<file path="config.mk">
export PLATFORM = sky130hd
export DESIGN_NAME = pipeline_hazard_ctrl
export DESIGN_NICKNAME = d
export VERILOG_FILES = /design/src/rtl/pipeline_hazard_ctrl.sv
export SDC_FILE = /design/constraint.sdc
export NUM_CORES = 1
export LEC_CHECK = 0
export CELL_PAD_IN_SITES_DETAIL_PLACEMENT = 1
export CELL_PAD_IN_SITES_GLOBAL_PLACEMENT = 2
export CORE_MARGIN = 1
export CORE_UTILIZATION = 16
export DETAILED_ROUTE_END_ITERATION = 8
export GPL_TIMING_DRIVEN = 0
export PLACE_DENSITY_LB_ADDON = 0.08
export SETUP_SLACK_MARGIN = 0.02
export SLEW_MARGIN = 40
export SYNTH_ARGS = -nofsm -noshare
export SYNTH_HDL_FRONTEND = slang
export SYNTH_SLANG_ARGS = --single-unit
</file>
<file path="constraint.sdc">
create_clock -name clk -period 2.79 [get_ports clk]
set_clock_uncertainty 0.2 [all_clocks]
set_input_delay 0.6975 -clock clk [delete_from_list [all_inputs] [get_ports clk]]
set_output_delay 0.6975 -clock clk [all_outputs]
set_load 0.005 [all_outputs]
</file>
<file path="src/rtl/pipeline_hazard_ctrl.sv">
// pipeline_hazard_ctrl: central stall/flush sequencer for the 5-stage RV32I pipeline.
// Arbitrates memory wait (highest), taken-branch redirect, then load-use bubble, and
// drives the PC / pipeline-register enables and flushes.
// Optional macro STALL_PERF_CNT_EN: when defined, stall_cycles counts cycles with pc_en=0;
// when undefined, no counter flops exist and stall_cycles is tied to 0.
module pipeline_hazard_ctrl #(
    parameter int unsigned MEM_TIMEOUT = 15,
    parameter int unsigned CNT_W       = 16
) (
    input  logic             clk,
    input  logic             rst_n,
    input  logic [31:0]      id_inst,
    input  logic [31:0]      ex_inst,
    input  logic             ex_branch_taken,
    input  logic             mem_req,
    input  logic             mem_ready,
    output logic             pc_en,
    output logic             ifid_en,
    output logic             ifid_flush,
    output logic             idex_flush,
    output logic             exmem_en,
    output logic             mem_timeout,
    output logic [CNT_W-1:0] stall_cycles
);

    typedef enum logic [1:0] {StInit, StRun, StMemWait} state_e;

    localparam logic [6:0] OpLoad   = 7'b0000011;
    localparam logic [6:0] OpImm    = 7'b0010011;
    localparam logic [6:0] OpReg    = 7'b0110011;
    localparam logic [6:0] OpStore  = 7'b0100011;
    localparam logic [6:0] OpBranch = 7'b1100011;
    localparam logic [6:0] OpJalr   = 7'b1100111;

    localparam logic [7:0] TimeoutVal = 8'(MEM_TIMEOUT);
    localparam logic [7:0] TimerMax   = 8'hFF;

    state_e     state_q, state_d;
    logic [7:0] timer_q, timer_d;
    logic       timeout_q, timeout_d;

    logic       uses_rs1, uses_rs2;
    logic [4:0] ex_rd;
    logic       lu;
    logic       memstall;
    logic       waiting;
    logic       advance;

    // Fields not involved in hazard detection
    logic unused_bits;
    assign unused_bits = ^{id_inst[31:25], id_inst[14:7], ex_inst[31:12]};

    // Decode which source registers the ID instruction actually reads
    always_comb begin
        uses_rs1 = 1'b0;
        uses_rs2 = 1'b0;
        case (id_inst[6:0])
            OpReg, OpStore, OpBranch: begin
                uses_rs1 = 1'b1;
                uses_rs2 = 1'b1;
            end
            OpImm, OpLoad, OpJalr: uses_rs1 = 1'b1;
            default: ;
        endcase
    end

    assign ex_rd    = ex_inst[11:7];
    assign lu       = (ex_inst[6:0] == OpLoad) && (ex_rd != 5'd0) &&
                      ((uses_rs1 && (id_inst[19:15] == ex_rd)) ||
                       (uses_rs2 && (id_inst[24:20] == ex_rd)));
    assign memstall = mem_req && !mem_ready;

    // Cycle spent frozen on memory: entry from RUN or continued wait
    assign waiting = ((state_q == StRun) && memstall) ||
                     ((state_q == StMemWait) && !mem_ready);
    // Cycle where branch/lu/normal rules apply (RUN without stall, or wait release)
    assign advance = ((state_q == StRun) && !memstall) ||
                     ((state_q == StMemWait) && mem_ready);

    // State register
    always_ff @(posedge clk or negedge rst_n) begin
        if (!rst_n) begin
            state_q <= StInit;
        end else begin
            state_q <= state_d;
        end
    end

    // Next-state logic
    always_comb begin
        state_d = state_q;
        unique case (state_q)
            StInit:    state_d = StRun;
            StRun:     if (memstall) state_d = StMemWait;
            StMemWait: if (mem_ready) state_d = StRun;
            default:   state_d = StInit;
        endcase
    end

    // Mealy outputs; frozen cycles leave every enable and flush at 0
    always_comb begin
        pc_en      = 1'b0;
        ifid_en    = 1'b0;
        ifid_flush = 1'b0;
        idex_flush = 1'b0;
        exmem_en   = 1'b0;
        if (state_q == StInit) begin
            ifid_flush = 1'b1;
            idex_flush = 1'b1;
        end else if (advance) begin
            exmem_en = 1'b1;
            if (ex_branch_taken) begin
                pc_en      = 1'b1;
                ifid_en    = 1'b1;
                ifid_flush = 1'b1;
                idex_flush = 1'b1;
            end else if (lu) begin
                idex_flush = 1'b1;
            end else begin
                pc_en   = 1'b1;
                ifid_en = 1'b1;
            end
        end
    end

    // Wait timer and sticky timeout next-state
    always_comb begin
        timer_d   = timer_q;
        timeout_d = timeout_q;
        if ((state_q == StRun) && memstall) begin
            timer_d = 8'd1;
        end else if ((state_q == StMemWait) && !mem_ready && (timer_q != TimerMax)) begin
            timer_d = timer_q + 8'd1;
        end
        if (waiting && (timer_d == TimeoutVal)) begin
            timeout_d = 1'b1;
        end
    end

    // Wait timer and timeout flops
    always_ff @(posedge clk or negedge rst_n) begin
        if (!rst_n) begin
            timer_q   <= 8'd0;
            timeout_q <= 1'b0;
        end else begin
            timer_q   <= timer_d;
            timeout_q <= timeout_d;
        end
    end

    assign mem_timeout = timeout_q;

`ifdef STALL_PERF_CNT_EN
    logic [CNT_W-1:0] stall_cnt_q, stall_cnt_d;

    // Saturating count of non-INIT cycles with the PC held
    always_comb begin
        stall_cnt_d = stall_cnt_q;
        if ((state_q != StInit) && !pc_en && (stall_cnt_q != {CNT_W{1'b1}})) begin
            stall_cnt_d = stall_cnt_q + 1'b1;
        end
    end

    // Stall counter flop
    always_ff @(posedge clk or negedge rst_n) begin
        if (!rst_n) begin
            stall_cnt_q <= '0;
        end else begin
            stall_cnt_q <= stall_cnt_d;
        end
    end

    assign stall_cycles = stall_cnt_q;
`else
    assign stall_cycles = '0;
`endif

endmodule

</file>
---- Word level (Yosys, flattened, before mapping) ----
Cells that the tools add are included.
word-level totals
  bits in registers ....................... 11
  input port bits ......................... 69
  output and inout port bits .............. 22
  logic and storage cells ................. 60
operators by class
  add/sub/neg operators ................... 1
  eq/ne operators ......................... 15
  muxes and demuxes ....................... 20
  reduce and logical (&&, ||, !) cells .... 21
operators by type and width
  kind                                                                    number
  8-bit two-way mux                                                       2
  1-bit two-way mux                                                       15
  7-bit by 2-bit equality test with 1-bit output (second input constant)  2
  7-bit by 6-bit equality test with 1-bit output (second input constant)  2
  7-bit equality test (second input constant)                             2
  1-bit logical AND                                                       11
  5-bit equality test                                                     2
  8-bit by 1-bit adder with 8-bit output (second input constant)          1
  8-bit by 4-bit equality test with 1-bit output (second input constant)  1
  8-bit inequality test (second input constant)                           1
  7-bit by 5-bit equality test with 1-bit output (second input constant)  1
  2-bit one-hot mux with 3 select lines                                   1
  6-bit OR reduction                                                      1
  5-bit nonzero test                                                      1
  2-bit two-way mux                                                       2
  2-bit inequality test (second input constant)                           2
  1-bit logical OR                                                        3
  3-bit OR reduction                                                      1
  2-bit by 1-bit equality test with 1-bit output (second input constant)  1
  2-bit equality test (second input constant)                             1
  1-bit zero test                                                         2
  2-bit zero test                                                         1
  2-bit AND reduction                                                     1

---- Depth between registers and ports, before layout ----
  depth after elaboration ................. 10
  gate-level depth with buffers ........... 7
  gate-level depth less buffers ........... 6

---- Worst setup path after synthesis ----
No wires, ideal clock.
  path type ............................... input to output
  start ................................... input ex_inst[7]
  end ..................................... output pc_en
  arrival time ............................ 1701 ps
  slack ................................... 191 ps
  cell stages on the path ................. 5
  path buffers ............................ 1
  cells stage by stage .................... xor2_1 > a2111oi_0 > a2bb2oi_1 > o31a_1 > buf_4
on the way
  cells in the longest elaborated chain, start to end .. 8
  elaborated cells on any way between the ends .. 12
RTL lines
  element                                        line    text
  start: declaration                             13      input logic [31:0] ex_inst,
  5-bit equality test, on equally long branches  69, 70
  1-bit logical AND, on equally long branches    69, 70
  1-bit logical OR                               69      ((uses_rs1 && (id_inst[19:15] == ex_rd)) ||
  1-bit logical AND *                            68      assign lu = (ex_inst[6:0] == OpLoad) && (ex_rd != 5'd0) &&
  1-bit two-way mux * (4 in series)              -
  end: declaration                               17      output logic pc_en,
Mark *: on every way between the ends. The rest lies on a longest branch, timed or not.

---- Worst setup path in the final report ----
  start ................................... input id_inst[20]
  end ..................................... output pc_en
on the way
  cells in the longest elaborated chain, start to end .. 8
RTL lines
  element              line  text
  start: declaration   12    input logic [31:0] id_inst,
  5-bit equality test  70    (uses_rs2 && (id_inst[24:20] == ex_rd)));
  1-bit logical AND    70
  1-bit logical OR     69
  1-bit logical AND    68
  1-bit two-way mux    117   end else if (lu) begin
  1-bit two-way mux    112   if (ex_branch_taken) begin
  1-bit two-way mux    110   end else if (advance) begin
  1-bit two-way mux    107   if (state_q == StInit) begin
No other way between the ends.

==> impl_metrics.yaml <==
synth:
  yosys_warnings: 0
  synth_top_area_cell: "dfrtp_1"
  synth_xor_area_share_pct: 11.8
  synth_enable_flop_cells: 0
  synth_ff_type: "dfrtp_1"
  netlist_top_cells_area: "dfrtp_1 26%, buf_4 14%, xor2_1 6.7%"
  synth-compound-area-share_pct: 13.3
  postSynthRegisterBits: 11
  yosysMostFrequentCell: "buf_4"
  yosys.area.top_type_share_pct: 26.4
  synth.avg_cell_area_sq_um: 8.84
  postSynthCellCount: 118
  muxShareOfSynthArea_pct: 4.92
  yosys.area_share.simple_pct: 25.4
  netlist_top_cells_count: "19 x buf_4, 11 x dfrtp_1, 8 x nor2_1, 8 x xor2_1, 7 x inv_1"
  synth_cell_types: 45
  ys_async_sr_fraction_pct: 100
  mappedNetlistArea_sq_um: 1040
  synth_top_family_by_area: "simple AND/OR/NAND/NOR gates"
  synth_adder_area_share_pct: 1.20
  yosysSeqAreaShare_pct: 26.4
critical_path:
  critical-path-top-delay-family: "compound AO/OA/AOI/OAI gates"
  critPathBufInv: 3
  ff2ff_path_depth: 5
  endpoint_kind: "output port"
  slowest_stage_cell_crit_path: "a2111oi_4"
  worst-path-max-fanout: 2
  crit_path_max_incr_delay_ns: 0.35
  critical_path.startpoint_type: "primary input"
  worst-endpoint-required_ns: 1.89
  setup.worst_path.class: "in2out"
  worst_setup_path_startpoint: "id_inst[20]"
  worst_ep_arrival_time_ns: 1.98
  timing.critical_path.cells: "buf_8 -> xor2_4 -> a2111oi_4 -> a2bb2oi_2 -> o31a_1 -> buf_4 -> buf_6"
  regToRegEndpoint: "mem_timeout"
  flop2flop_setup_slack_ns: 0.54
  critical_path.reg2reg.startpoint: "timer_q[0]"
job:
  cap_viol_max_count: 0
power_and_ir_drop:
  sequential_power_share_pct: 31.8
  switching_share_pct: 31.6
  peakVddDrop_uv: 119
  p_sw_uw: 184
  internal-power_uw: 398
  totalPowerFinal_uw: 581
  power.combinational.fraction_pct: 40.1
  relative_contribution_of_the_clock_network_to_total_power_pct: 28.1
  powerDensity_nw_per_um2: 345
  static-leakage-power_nw: 0.795
final_layout:
  drive_gt1_share_pct: 35.0
  layoutNonFillerInstCount: 254
  post-route-cell-area_sq_um: 1680
  n_antenna_cell: 0
  post_synthesis_to_final_layout_area_growth_pct: 61.3
  final_net_count: 248
drt:
  vias: 1011
  vias_per_cell: 3.98
  drt_iter0_markers: 33
  drt-total-wl_microns: 3060
  avgRoutedWirePerCell_microns: 12.1
  drt_drc: 0
  antenna_violating_nets_post_route: 0
  drt_first_pass_iters: 2
sta:
  period_share_pct: 103
  fin_ws_ns: -0.0905
  final-setup-viol-count: 2
  rsz0062_at_grt: "yes"
  finalMaxSlewViolations: 0
  timing_hold_violations_final: 0
  max_slew.worst_pin.slew_ns: 0.653
  relSlewSlack_pct: 56.4
  period_minus_slack_ns: 2.88
  hold-worst-slack_ns: 0.278
  peak_clock_frequency_supported_by_timing_ghz: 0.347
cts:
  cts_htree_levels: 1
  clockBufferDepth: 2
  number_of_buffers_added_by_the_clock_tree_synthesis_step: 3
  cts_root_buffer: "clkbuf_8"
  cts_tree: "built"
  cts.sinks: 11
  clock_latency_ns: 0.24
  clkSlewWorstSetupHoldPaths_ns: 0.05
min_path:
  worst_hold_path_type: "reg2reg"
  min_path_cells: 2
  hold-path-endpoint: "mem_timeout"
  timing.hold.worst.start: "mem_timeout"
place:
  routabilityCongestion: 0.759
  place.port_buffers: 39
  detailedPlace.worstSlack_ns: -0.929
  placed_cells: 249
  dpl_hpwl_microns: 2490
  placedInstanceArea_sq_um: 1590
outcome:
  outcome: "complete, but fails checks"
  violations: "setup timing"
global_routing:
  gr-usage-all-layers_pct: 9.63
  globalRouteOverflowTotal: 0
  first_global_vias: 1037
  largest_net_degree_at_the_start_of_global_routing: 12
  antenna_found_initial: 0
  wire_length_of_the_first_global_routing_pass_microns: 4870
die:
  die_height_microns: 82.8
  design.core.area_sq_um: 6310
  initial_core_util_pct: 16.5
  chipWidth_microns: 82.8
  design.portCount: 91
  rows: 29
  die_area_sq_um: 6850
## cell type report
type | instances | area (sq um)
plain buffers | 20 | 148
well taps | 77 | 96.3
fillers | 759 | 4630
clock buffers | 4 | 45.0
flip-flops and latches | 11 | 275
repair buffers | 40 | 333
multi-input cells | 95 | 759
inverters | 7 | 26.3
## worst max-delay path by stage
stage,endpoint,slack [ns],cells past startpoint
floorplan,pc_en,0.19,5
global placement,idex_flush,-0.91,6
detailed placement,idex_flush,-0.93,6
CTS,pc_en,-0.07,7
global route,pc_en,-0.14,7
finish,pc_en,-0.09,7
## metrics by stage
step                utilization (%)  setup TNS (ns)
global route                   26.7          -0.266
detailed placement             25.1           -3.25
global placement               25.1           -3.37
CTS                            26.1          -0.128
floorplan                         -               0
finish                         26.7          -0.122
## worst register-to-register path, delay by kind of cell (launching register included)
kind                       cells  cell delay, ns
AOI/OAI and AO/OA              2            0.56
adders and majority gates      1            0.32
DFF                            1            0.43
muxes                          1            0.38
and+or+nand+nor                1            0.25
## registers in the layout, indices dropped and copies added (netlist names)
name / cells
mem_timeout: 1
state_q: 2
timer_q: 8
## power by group through the flow
stage               combinational, mW  sequential, mW  clock [mW]
floorplan                       0.123           0.183           0
global placement                0.229           0.187           0
detailed placement              0.234           0.188           0
CTS                             0.230           0.185       0.170
global route                    0.262           0.187       0.181
finish                          0.233           0.185       0.163
## per-layer routing
layer | up-vias | wire, microns | GRT usage [%]
met5 | - | 0 | 0
met3 | 4 | 107 | 1.65
met1 | 478 | 1300 | 12.2
li1 | 502 | - | -
met4 | 0 | 35 | 3.62
met2 | 27 | 1620 | 16.1
## cells by family (layout without fill, tap and decap cells)
kind of cell    count (synthesis)  in the layout
buf+inv                        27             71
flops                          11             11
xor+xnor                       14             14
fa+ha+maj                       1              1
compound gates                 18             18
simple gates                   41             41
other cells                     1             16
mux                             5              5
## timing repair
action,CTS,global route
hold buffers,0,0
setup buffers,1,0
resized for setup,105,21
setup endpoints to repair,5,4
pin swaps,20,10
## placed cells by master (no fill, tap or decap), types with 2 or more instances in the layout
cell type	count
clkdlybuf4s15_1	5
a21oi_1	3
mux2i_1	4
dlygate4sd2_1	9
xor2_1	6
conb_1	16
dfrtp_1	11
buf_6	4
clkbuf_2	4
nand3_1	5
nand2_1	6
nor2_1	7
clkdlybuf4s50_1	4
inv_1	5
o211ai_1	4
xnor2_1	6
o21ai_0	2
buf_2	10
clkbuf_8	3
buf_4	21
inv_2	2
No activity file was read; power rests on OpenSTA's default activity.
